===== src/rtl/prog_ctr_gen.sv =====
// prog_ctr_gen: fetch-stage program counter with multi-cycle stall, abs/relative
// branches and freeze. Define PROG_CTR_RAS_EN to add a circular return-address stack.
module prog_ctr_gen #(
  parameter int PC_W         = 10,
  parameter int OFF_W        = 6,
  parameter int STALL_CYCLES = 4,
  parameter int RAS_DEPTH    = 4
) (
  input  logic             Clk,
  input  logic             Reset,
  input  logic             Start,
  input  logic             Hold,
  input  logic             MultiCyc,
  input  logic             BranchEn,
  input  logic             Cond,
  input  logic             Relative,
  input  logic [OFF_W-1:0] Offset,
  input  logic [PC_W-1:0]  Target,
  input  logic             Call,
  input  logic             Ret,
  output logic [PC_W-1:0]  PC,
  output logic             Busy,
  output logic             Taken,
  output logic             RasErr
);

  localparam int CNT_W = 4;
  localparam bit STALLS = (STALL_CYCLES > 1);

  typedef enum logic [1:0] {IDLE, RUN, WAIT} state_t;

  state_t             state_q, state_d;
  logic [CNT_W-1:0]   cnt_q;
  logic [PC_W-1:0]    pc_q, pc_inc, npc, off_ext;
  logic               taken_q, ntaken;
  logic               stall_start, advance;
  logic               push, pop, ras_err_set;
  logic signed [OFF_W-1:0] off_s;

  assign off_s   = Offset;
  assign off_ext = PC_W'(off_s);
  assign pc_inc  = pc_q + PC_W'(1);
  assign stall_start = STALLS && MultiCyc;

  // FSM state register
  always_ff @(posedge Clk) begin
    if (Reset) state_q <= IDLE;
    else       state_q <= state_d;
  end

  // FSM next state
  always_comb begin
    state_d = state_q;
    case (state_q)
      IDLE:    if (!Start) state_d = RUN;
      RUN:     if (stall_start) state_d = WAIT;
      WAIT:    if (cnt_q == '0) state_d = RUN;
      default: state_d = IDLE;
    endcase
    if (Start)     state_d = IDLE;
    else if (Hold) state_d = state_q;
  end

  // FSM outputs: advance marks the cycle an instruction retires and PC loads
  always_comb begin
    Busy    = (state_q == WAIT);
    advance = 1'b0;
    if (!Start && !Hold)
      advance = (state_q == RUN && !stall_start) || (state_q == WAIT && cnt_q == '0);
  end

`ifdef PROG_CTR_RAS_EN
  localparam int SP_W = $clog2(RAS_DEPTH);

  logic [RAS_DEPTH-1:0][PC_W-1:0] ras_mem;
  logic [SP_W-1:0]                sp_q;
  logic [SP_W:0]                  ras_cnt_q;
  logic                           raserr_q;
  logic                           ras_empty, ras_full;

  assign ras_empty = (ras_cnt_q == '0);
  assign ras_full  = (ras_cnt_q == (SP_W+1)'(RAS_DEPTH));
  assign RasErr    = raserr_q;
`else
  localparam int unused_depth = RAS_DEPTH;
  logic unused_ras;
  assign unused_ras = ^{Call, Ret};
  assign RasErr     = 1'b0;
`endif

  // next_pc select: Ret > Call > taken branch > sequential
  always_comb begin
    npc         = pc_inc;
    ntaken      = 1'b0;
    push        = 1'b0;
    pop         = 1'b0;
    ras_err_set = 1'b0;
`ifdef PROG_CTR_RAS_EN
    if (Ret) begin
      if (ras_empty) ras_err_set = 1'b1;
      else begin
        pop    = 1'b1;
        npc    = ras_mem[sp_q - SP_W'(1)];
        ntaken = 1'b1;
      end
    end else if (Call) begin
      push        = 1'b1;
      npc         = Target;
      ntaken      = 1'b1;
      ras_err_set = ras_full;
    end else
`endif
    if (BranchEn && Cond) begin
      npc    = Relative ? (pc_q + off_ext) : Target;
      ntaken = 1'b1;
    end
  end

  always_ff @(posedge Clk) begin
    if (Reset || Start) begin
      pc_q    <= '0;
      cnt_q   <= '0;
      taken_q <= 1'b0;
    end else if (Hold) begin
      taken_q <= 1'b0;
    end else begin
      taken_q <= advance & ntaken;
      if (advance) pc_q <= npc;
      if (state_q == RUN && stall_start)   cnt_q <= CNT_W'(STALL_CYCLES - 2);
      else if (state_q == WAIT && cnt_q != '0) cnt_q <= cnt_q - CNT_W'(1);
    end
  end

`ifdef PROG_CTR_RAS_EN
  // Full push overwrites the oldest slot; occupancy saturates at RAS_DEPTH
  always_ff @(posedge Clk) begin
    if (Reset) begin
      sp_q      <= '0;
      ras_cnt_q <= '0;
      raserr_q  <= 1'b0;
    end else if (!Start && advance) begin
      if (ras_err_set) raserr_q <= 1'b1;
      if (push) begin
        ras_mem[sp_q] <= pc_inc;
        sp_q          <= sp_q + SP_W'(1);
        if (!ras_full) ras_cnt_q <= ras_cnt_q + (SP_W+1)'(1);
      end else if (pop) begin
        sp_q      <= sp_q - SP_W'(1);
        ras_cnt_q <= ras_cnt_q - (SP_W+1)'(1);
      end
    end
  end
`endif

  assign PC    = pc_q;
  assign Taken = taken_q;

endmodule


===== config.mk =====
export PLATFORM = sky130hd
export DESIGN_NAME = prog_ctr_gen
export DESIGN_NICKNAME = d
export VERILOG_FILES = /design/src/rtl/prog_ctr_gen.sv
export SDC_FILE = /design/constraint.sdc
export NUM_CORES = 1
export LEC_CHECK = 0
export BUFFER_PORTS_ARGS = -buffer_cell sky130_fd_sc_hd__buf_2
export CAP_MARGIN = 10
export CORE_UTILIZATION = 54
export CTS_CLUSTER_DIAMETER = 80
export DETAILED_ROUTE_END_ITERATION = 7
export GPL_ROUTABILITY_DRIVEN = 0
export PLACE_DENSITY = 0.9
export REMOVE_ABC_BUFFERS = 1
export SLEW_MARGIN = 10
export SYNTH_ARGS = -nofsm -noshare
export SYNTH_HDL_FRONTEND = slang
export SYNTH_SLANG_ARGS = --single-unit
export TNS_END_PERCENT = 10

===== constraint.sdc =====
create_clock -name Clk -period 2.7 [get_ports Clk]
set_input_delay 0 -clock Clk [delete_from_list [all_inputs] [get_ports Clk]]
set_output_delay 0 -clock Clk [all_outputs]
set_load 0.03 [all_outputs]

## After elaboration in Yosys (flattened, before gate mapping)

Index checks and enable logic that the tools add are counted.
W data, S select, Z words.

- Register bits after elaboration: 17
- Output and inout bits: 13
- Word-level logic and storage cells: 42
- Bits of input ports: 26

- Eq/ne operators: 4
- Reductions and logical operators: 20
- Bitwise operators: 2
- Add/sub/neg operators: 3
- Muxes and demuxes: 9

Operator list:

| cell | number |
|---|---|
| $mux W10 | 2 |
| $add A10 B1 Y10 const B | 1 |
| $add A10 B10 Y10 | 1 |
| $mux W4 | 2 |
| $logic_and A1 B1 Y1 | 6 |
| $pmux W2 S3 | 1 |
| $logic_not A4 Y1 | 1 |
| $mux W2 | 2 |
| $reduce_and A2 Y1 | 2 |
| $reduce_bool A4 Y1 | 1 |
| $reduce_or A2 Y1 | 2 |
| $sub A4 B1 Y4 const B | 1 |
| $logic_not A1 Y1 | 3 |
| $reduce_and A3 Y1 | 1 |
| $eq A2 B1 Y1 const B | 1 |
| $eq A2 B2 Y1 const B | 1 |
| $logic_not A2 Y1 | 1 |
| $logic_or A1 B1 Y1 | 2 |
| $mux W1 | 2 |
| $ne A2 B1 Y1 const B | 1 |
| $ne A2 B2 Y1 const B | 1 |
| $reduce_bool A2 Y1 | 1 |
| $and A1 B1 Y1 | 1 |
| $not A1 Y1 | 1 |

## Depth between registers and ports, before layout

- Depth after elaboration: 5
- Mapped depth: 8

## Worst setup path after synthesis

OpenSTA, ideal clock, no wires.

- Kind: reg2reg
- Start: register pc_q[5] (netlist: PC[5])
- End: register pc_q[9] (netlist: PC[9])
- Library setup time: 0.086 ns
- Required time: 2.614 ns
- Path slack: 0.609 ns
- Buffers on the path: 0
- Clock period less this slack: 2.091 ns
- Cell stages (with the launch flop): 7
- Data arrival time: 2.005 ns
- Cell sequence: dfxtp_1 ha_1 a21o_1 a22o_1 a31oi_1 mux2_2 a221oi_2

- Word-level cells in the longest chain between the ends: 3
- Elaborated cells on any way between the ends: 4
- Classes of those cells: 2 x add/sub; 2 x mux

RTL lines:

| item | RTL line | source |
|---|---|---|
| start, declared | 34 | `logic [PC_W-1:0] pc_q, pc_inc, npc, off_ext;` |
| start signal, assigned | 128 | `if (advance) pc_q <= npc;` |
| $add A10 B10 Y10 | 114 | `npc = Relative ? (pc_q + off_ext) : Target;` |
| $mux W10 | 114 |  |
| $mux W10 * | 113 | `if (BranchEn && Cond) begin` |

Mark *: on every way between the ends. The rest lies on a longest branch, timed or not.
A chain may end at the register's enable or synchronous reset.

## Worst setup path in the final report

- Start: register pc_q[0] (netlist: PC[0])
- End: register pc_q[6] (netlist: PC[6])

Same word-level chain as after synthesis.

==> results by group <==
Synth
  – Synthesized instance count: 194
  – Ranking of synthesized cells by area: dfxtp_1 21%, ha_1 8.6%, a21oi_1 6.3%
  – Synth Area in Compound Gates: 30.3%
  – Largest family of logic cells by synthesized area: compound AO/OA/AOI/OAI gates
  – Post-Syn Area: 1600 um^2
  – Distinct cells, synth: 59
  – Synth top area share: 21.3%
  – Post-Synth XOR/XNOR Area: 4.93%
  – Avg Synthesized Cell Area: 8.24 um^2
  – Adder-cell share of the synthesized area: 9.87%
  – Warnings, synthesis: 0
  – Number of synthesized flops with an enable pin: 0
  – Mux cell area share after synthesis: 4.54%
  – Main flop type after synthesis: dfxtp_1
  – Sequential cell area fraction in the yosys report: 21.3%
  – Most frequent cells after synthesis: 20 x a21oi_1, 17 x dfxtp_1, 16 x nor2_1
  – Synth area leader: dfxtp_1
  – Async set-reset flop share out of synthesis: 0%
  – Yosys reg bits: 17
  – Post-Synth Simple-Gate Area: 24.0%
  – Count leader, synth: a21oi_1

Clock network
  – Post-CTS sizing: 0
  – Num CTS Buffers: 3
  – Cts hold-fix bufs: 0
  – Reg clk slew, reported paths: 0.10 ns
  – Bufs on Longest Clock Path: 2
  – H-tree depth: 1
  – TritonCTS clock tree: built
  – Clk Latency, worst-skew pair: 0.30 ns
  – Root Buffer: clkbuf_4
  – Post-CTS Setup Bufs: 0
  – CTS Sinks: 17

Critical path
  – Critical Path Source Type: register
  – Critical path data arrival time: 2.32 ns
  – Endpoint class of the critical path: register
  – Setup CP Type: reg2reg
  – Worst-path maximum fanout: 7
  – WP data required: 2.89 ns

Detailed routing
  – DRC Markers: 0
  – Drt pass-1 iters: 4
  – Final WL: 3720 um
  – WL/cell: 14.5 um
  – Vias post-DR: 1590
  – Vias per inst: 6.21
  – DR iter-0 viols: 88
  – Post-route ant nets: 0

Hold path
  – Min-delay worst type: in2reg

GRT
  – Largest net degree at the start of global routing: 22
  – First-pass GRT wire length: 6150 um
  – Vias in the first global route: 1381
  – Global route total overflow: 0
  – Antenna violations before repair: 0
  – GRT Util Overall: 24.5%

Cells and area
  – Fillers: 262
  – Register area: 340 um^2
  – Multi-input logic area: 1180 um^2
  – # nets final: 264
  – Ant. Diodes: 0
  – Ratio of cells with drive above 1 in the final layout: 26.2%
  – Area Growth Syn to Fin: 12.2%

Timing
  – Max Freq: 0.470 GHz
  – Hold_ws: 0.0226 ns
  – Setup violators final: 0
  – Slew @ Worst Pin: 0.569 ns
  – Minimum clock period: 2.13 ns
  – Clock skew: 0.00187 ns
  – Hold Vio Cnt, Final: 0
  – Max-slew violations: 0
  – Final period utilization: 78.8%
  – Worst slew margin: 62.1%
  – Fin Setup TNS: 0 ns
  – RSZ-0062 raised after global routing: no

Floorplan
  – Core area: 2780 um^2
  – Rows: 19
  – Die X: 56.4 um
  – # IOs: 39
  – Starting Density: 57.4%
  – Die height: 56.4 um
  – Die area: 3180 um^2

Power
  – Lkg Pwr: 0.809 nW
  – Power density over cell area: 283 nW/um^2
  – Worst vdd ir: 462 uV

Place
  – Placed wire-length estimate: 2800 um
  – PortBufs: 35

Run status
  – Run status: completed

Job
  – Max Cap Viol: 0
worst max-delay path: stages, from the launching register on:
cell and delay (ns):
dfxtp_1 0.38, ha_1 0.24, fa_1 0.44, a211o_1 0.36, a21oi_1 0.18, mux2i_1 0.11, a2111oi_2 0.23, nor3_1 0.07
logic make-up (layout without fill, tap and decap cells):
logic type	after synthesis	in the layout
other	1	1
xor gates and xnor gates	9	9
DFF	17	17
buffers and inverters	15	46
adders and majority gates	12	12
and+or+nand+nor	67	67
muxes	7	7
AOI/OAI and AO/OA	66	66
report_power, final:
part	switching [W]	leakage, nW	total, W	internal (W)
Clock	0.0000855	0.0177	0.000141	0.0000553
Combinational	0.0000646	0.654	0.000110	0.0000457
Sequential	0.00000349	0.137	0.000257	0.000253
Total	0.000154	0.809	0.000508	0.000354
sequential cells by signal, indices dropped and copies added (netlist names):
register / cells
PC: 10
cnt_q: 4
state_q: 2
Taken: 1
final cells by class:
cell class	instances	area share, %
timing repair buffer	36	10.2
clock inverter	1	0.279
clock buffer	3	1.26
sequential	17	19.0
inverter	6	1.26
tap	31	2.16
multi-input combinational	162	65.9
per-stage QoR:
step / setup WS (ns) / instance area [um^2] / total power, W / instances / util (%)
after floorplan: 0.609 / 1540 / 0.000330 / 185 / -
final: 0.572 / 1790 / 0.000508 / 256 / 64.5
after CTS: 0.555 / 1790 / 0.000513 / 256 / 64.5
after global routing: 0.400 / 1790 / 0.000535 / 256 / 64.5
after detailed placement: 0.576 / 1770 / 0.000372 / 252 / 63.5
after global placement: 0.634 / 1770 / 0.000369 / 252 / 63.5
final timing paths:
path                                             from                      end  slack [ns]  depth (start not counted)
worst max-delay path               PC[0]$_SDFFE_PP0P_       PC[6]$_SDFFE_PP0P_        0.57                          7
worst min-delay path                             Hold  state_q[0]$_SDFFE_PP0P_        0.02                          3
worst max register to register     PC[0]$_SDFFE_PP0P_       PC[6]$_SDFFE_PP0P_        0.57                          7
worst min register to register  cnt_q[1]$_SDFFE_PP0P_    cnt_q[1]$_SDFFE_PP0P_        0.49                          2
cell usage in the layout (no fill, tap or decap), drive strengths merged, types with 4 or more instances in the layout:
cell	Yosys	layout
a211oi	4	4
nand2	11	11
inv	6	6
a21oi	20	20
o21ai	10	10
dfxtp	17	17
xor2	5	5
mux2i	5	5
nand3	9	9
ha	11	11
nor2	17	17
xnor2	4	4
nand3b	4	4
buf	5	36
routing by layer:
layer / wire length (um) / track usage (%)
met1: 1640 / 30.2
met2: 1770 / 42.2
met3: 234 / 4.84
met4: 72 / 8.71
met5: 0 / 0
No activity file was read; power rests on OpenSTA's default activity.
